$ cat src/rtl/compare_bank.sv
// Bank of independent comparators checking a live value against per-channel operands; arm/fire/disarm control per channel.
// Outputs are registered with 1-cycle latency. There is no backpressure: every in-range write is accepted on the edge it is presented.
module compare_bank #(
    parameter  int WIDTH    = 24,
    parameter  int CHANNELS = 4,
    localparam int CH_W     = (CHANNELS > 1) ? $clog2(CHANNELS) : 1
) (
    input  logic                clk,
    input  logic                n_rst,
    input  logic [WIDTH-1:0]    dataa,
    input  logic                wr_en,
    input  logic [CH_W-1:0]     wr_ch,
    input  logic [WIDTH-1:0]    wr_value,
    input  logic [1:0]          wr_mode,
    input  logic                wr_oneshot,
    input  logic [CHANNELS-1:0] disarm,
    input  logic [CHANNELS-1:0] flag_clr,
    output logic [CHANNELS-1:0] armed,
    output logic [CHANNELS-1:0] match,
    output logic [CHANNELS-1:0] event_o,
    output logic [CHANNELS-1:0] flag
);

    typedef enum logic [1:0] {
        MODE_EQ = 2'b00,
        MODE_GE = 2'b01,
        MODE_LE = 2'b10,
        MODE_NE = 2'b11
    } mode_t;

    typedef enum logic [1:0] {
        IDLE  = 2'b00,
        ARMED = 2'b01,
        FIRED = 2'b10
    } state_t;

    localparam logic [CH_W:0] CH_LIMIT = (CH_W + 1)'(CHANNELS);

    logic wr_in_range;

    // With a non-power-of-two channel count, indices past the last channel are dropped.
    assign wr_in_range = ({1'b0, wr_ch} < CH_LIMIT);

    for (genvar i = 0; i < CHANNELS; i++) begin : g_ch
        logic [WIDTH-1:0] datab_q;
        mode_t            mode_q;
        logic             oneshot_q;
        state_t           state_q;
        logic             match_q;
        logic             event_q;
        logic             flag_q;
        logic             cond;
        logic             wr_hit;
        logic             fire;

        always_comb begin
            cond = 1'b0;
            case (mode_q)
                MODE_EQ: cond = (dataa == datab_q);
                MODE_GE: cond = (dataa >= datab_q);
                MODE_LE: cond = (dataa <= datab_q);
                MODE_NE: cond = (dataa != datab_q);
                default: cond = 1'b0;
            endcase
        end

        assign wr_hit = wr_en && wr_in_range && (wr_ch == CH_W'(i));

        // A rewrite takes over the channel, so the old setup cannot fire on the load edge.
        assign fire = (state_q == ARMED) && cond && !match_q && !disarm[i] && !wr_hit;

        always_ff @(posedge clk or negedge n_rst) begin
            if (!n_rst) begin
                datab_q   <= '0;
                mode_q    <= MODE_EQ;
                oneshot_q <= 1'b0;
                state_q   <= IDLE;
                match_q   <= 1'b0;
                event_q   <= 1'b0;
                flag_q    <= 1'b0;
            end else begin
                if (wr_hit) begin
                    datab_q   <= wr_value;
                    mode_q    <= mode_t'(wr_mode);
                    oneshot_q <= wr_oneshot;
                end

                // Clearing match on load lets an already-true condition look like a fresh rising edge.
                match_q <= wr_hit ? 1'b0 : cond;
                event_q <= fire;

                if (disarm[i]) begin
                    state_q <= IDLE;
                end else if (wr_hit) begin
                    state_q <= ARMED;
                end else if (fire && oneshot_q) begin
                    state_q <= FIRED;
                end

                if (fire) begin
                    flag_q <= 1'b1;
                end else if (flag_clr[i]) begin
                    flag_q <= 1'b0;
                end
            end
        end

        assign armed[i]   = (state_q == ARMED);
        assign match[i]   = match_q;
        assign event_o[i] = event_q;
        assign flag[i]    = flag_q;
    end

endmodule
$ cat config.mk
export PLATFORM = sky130hd
export DESIGN_NAME = compare_bank
export DESIGN_NICKNAME = d
export VERILOG_FILES = /design/src/rtl/compare_bank.sv
export SDC_FILE = /design/constraint.sdc
export NUM_CORES = 1
export LEC_CHECK = 0
export CAP_MARGIN = 20
export CORE_MARGIN = 2
export CORE_UTILIZATION = 50
export CTS_CLUSTER_DIAMETER = 120
export DETAILED_ROUTE_END_ITERATION = 8
export GPL_TIMING_DRIVEN = 0
export PLACE_DENSITY = 0.78
export REMOVE_ABC_BUFFERS = 1
export SYNTH_ARGS = -nofsm -noshare
export SYNTH_HDL_FRONTEND = slang
export SYNTH_SLANG_ARGS = --single-unit
$ cat constraint.sdc
create_clock -name clk -period 2.39 [get_ports clk]
set_input_delay 0.5975 -clock clk [delete_from_list [all_inputs] [get_ports clk]]
set_output_delay 0.5975 -clock clk [all_outputs]
set_load 0.01 [all_outputs]
==> impl_metrics.py <==
metrics = {
    "final_layout": {
        "fillerInstances": 1106,
        "diodes": 0,
        "final_nets": 1041,
        "area.growth.synth_to_final_pct": 27.5,
        "drive_gt1_frac": 0.162,
        "post-route-cell-area_sq_um": 9350,
    },
    "sta": {
        "holdWs_ps": 106,
        "relSlewSlack": 0.574,
        "rsz0062_at_grt": "yes",
        "finalCriticalPeriod_ps": 2400,
        "period_share": 1.01,
        "finalWorstSetupSlack_ps": -14.2,
        "slew_viol_final": 0,
        "finalSetupViolCount": 1,
        "tightest_slew_ps": 640,
        "clock.fmax_ghz": 0.416,
        "hold_viol_final": 0,
        "tns_ps": -14.2,
        "clock_skew_ps": 10.3,
    },
    "setup_path": {
        "crit_slowest_cell": "or4_4",
        "worstSetupStartpointType": "input port",
        "r2r_setup_slack_ps": 50,
        "critPathRequiredTime_ps": 2680,
        "cp.arrival_ps": 2690,
        "crit_chain": "dlygate4sd2_1 -> ha_1 -> nand4_1 -> nor2_4 -> or4_4 -> a211o_1 -> o211ai_4 -> o22ai_1",
        "criticalPathCategory": "in -> reg",
        "critPathMaxFanout": 5,
        "critPathMaxStageDelay_ps": 510,
        "crit_path_end_kind": "register",
    },
    "pwr": {
        "power_density_nw_per_um2": 759,
        "leakage_uw": 0.00423,
        "power_uw": 7090,
        "ir_drop_mv": 0.478,
    },
    "cts": {
        "root_buffer": "clkbuf_16",
        "clock_latency_ps": 420,
        "htree_num_levels": 4,
        "clock_sinks": 128,
        "cts_buffer_depth": 2,
        "holdBufCountCts": 0,
        "cts_made_buffers": 17,
        "clk_pin_slew_worst_paths_ps": 60,
        "tritoncts": "done",
    },
    "synthesis": {
        "ys_async_sr_fraction": 1.00,
        "syn-cell-area_sq_um": 7330,
        "ys_seq_elements": 128,
        "synth_largest_area_cell": "dfrtp_1",
        "synth_cell_types": 55,
        "synth.yosys.warnings": 0,
        "synth_top_area_share": 0.437,
        "synth_ff_type": "dfrtp_1",
        "synth.area.top_cells": "dfrtp_1 44%, ha_1 16%, nand2_1 7.5%",
        "syn_area_per_cell_sq_um": 9.13,
        "syn_inst": 803,
        "ys_seq_area_frac": 0.437,
        "synth-edff-count": 0,
    },
    "detailed_routing": {
        "vias": 6024,
        "wire_per_inst_microns": 17.1,
        "ant_nets": 0,
        "drc_errors": 0,
        "via_per_inst": 5.59,
        "wl_mm": 18.4,
        "drtPass1Iterations": 5,
        "drt-initial-drc-count": 424,
    },
    "job": {
        "cap_violations": 0,
    },
    "min_path": {
        "hp-class": "in -> async",
    },
    "placed_design": {
        "place_area_sq_um": 8300,
        "gp_congestion": 0.859,
        "port_buffers": 79,
        "dpl.hpwl_mm": 11.9,
    },
    "global_route": {
        "grt_max_degree": 83,
        "antenna_found_initial": 0,
        "grt_pass1_vias": 6097,
        "grt_pass1_wl_mm": 29.6,
        "grt_usage": 0.235,
        "grt_overflow_total": 0,
    },
    "floorplan": {
        "die-area_sq_um": 15600,
        "core_area_sq_um": 14400,
        "die-height_microns": 125,
        "rows": 44,
        "fp.dieW_microns": 125,
        "start_util": 0.508,
        "io_pins": 80,
    },
    "status": {
        "violations": "setup timing",
        "outcome": "finished, violations left",
    },
}
[timing repair]
item,CTS,global route
buffers inserted,8,3
gates resized for setup,90,51
setup endpoints to repair,20,17
pin swaps,46,39
[per-stage QoR]
stage               setup slack (ps)  utilization  instances
floorplan                       -199            -        768
global placement               -4380        0.567       1031
detailed placement              -886        0.575       1035
CTS                            -48.2        0.637       1075
global route                   -67.1        0.648       1078
finish                         -14.2        0.648       1078
[layer usage]
layer,GRT usage,vias up,wire length [microns]
met2,0.378,201,8710
li1,-,2905,-
met4,0.100,0,575
met1,0.313,2872,8050
met5,0,-,0
met3,0.0441,46,1090
[cell families after synthesis]
family / after synthesis / share of synthesized area
AOI/OAI and AO/OA: 192 / 0.156
and+or+nand+nor: 248 / 0.162
adders and majority gates: 96 / 0.164
DFF: 128 / 0.437
buffers and inverters: 135 / 0.0753
muxes: 4 / 0.00615
[critical path: cells and delay by family]
kind                     cells  cell delay [ps]
AND/OR/NAND/NOR              3              780
AO/OA/AOI/OAI                3              630
buffers and inverters        1              300
adder cells (fa/ha/maj)      1              380
[state kept, by name (all words and copies together), names as in the netlist]
name / cells
g_ch.datab_q: 96
g_ch.match_q: 4
g_ch.mode_q: 8
g_ch.oneshot_q: 4
g_ch.event_q: 4
g_ch.flag_q: 4
g_ch.state_q: 8
[power breakdown]
| part | internal (uW) | switching, uW | total [uW] |
|---|---|---|---|
| registers | 2510 | 147 | 2650 |
| logic | 829 | 1070 | 1900 |
| clock network | 1560 | 979 | 2540 |
| total | 4900 | 2200 | 7090 |
[cell usage in the layout (no fill, tap or decap), types with 5 or more instances in the layout]
cell type        synthesis  layout
clkdlybuf4s15_2          0       6
a211oi_2                 2       6
o21ai_0                105     103
nor2b_1                  9       9
buf_4                   12      11
ha_4                     0      23
nand2_1                147     147
nand3_1                  9       9
nor3_1                   7       5
nand4_1                 23      23
inv_2                    0       7
and3_1                   7       6
clkbuf_16                0      17
nor2_1                  24      23
ha_1                    96      71
inv_1                  100      93
dfrtp_1                128     128
buf_2                    0       9
clkdlybuf4s50_1          0      54
o31a_1                   5       5
a21oi_1                 41      39
[synthesized netlist by cell type (all sizes together), types with 3 or more instances]
cell,n
a211oi,7
a21oi,41
a22o,3
a32o,4
and3,7
buf,12
clkbuf,23
dfrtp,128
ha,96
inv,100
mux2,4
nand2,147
nand3,9
nand4,24
nor2,25
nor2b,9
nor3,10
nor4,5
o211ai,6
o21ai,106
o31a,5
o31ai,3
[area by class of cell]
class,count,area (sq um),area share
Timing Repair Buffer,94,925,0.0989
Tap cell,184,230,0.0246
Sequential cell,128,3200,0.343
Clock buffer,19,443,0.0474
Multi-Input combinational cell,540,4030,0.431
Clock inverter,13,139,0.0149
Inverter,100,375,0.0402
[worst paths after layout]
kind                                                         to  depth (start not counted)                       startpoint
worst max-delay path                 g_ch[0].flag_q$_DFFE_PN0P_                          8                         dataa[2]
worst min-delay path            g_ch[1].datab_q[16]$_DFFE_PN0P_                          1                            n_rst
worst max register to register   g_ch[3].state_q[0]$_DFFE_PN0P_                          9  g_ch[3].datab_q[23]$_DFFE_PN0P_
worst min register to register   g_ch[1].state_q[0]$_DFFE_PN0P_                          1    g_ch[1].oneshot_q$_DFFE_PN0P_
max in group asynchronous         g_ch[1].mode_q[0]$_DFFE_PN0P_                          2                            n_rst
min in group clk                 g_ch[1].state_q[0]$_DFFE_PN0P_                          1    g_ch[1].oneshot_q$_DFFE_PN0P_
Note: power is estimated with default switching activity, not from simulation.
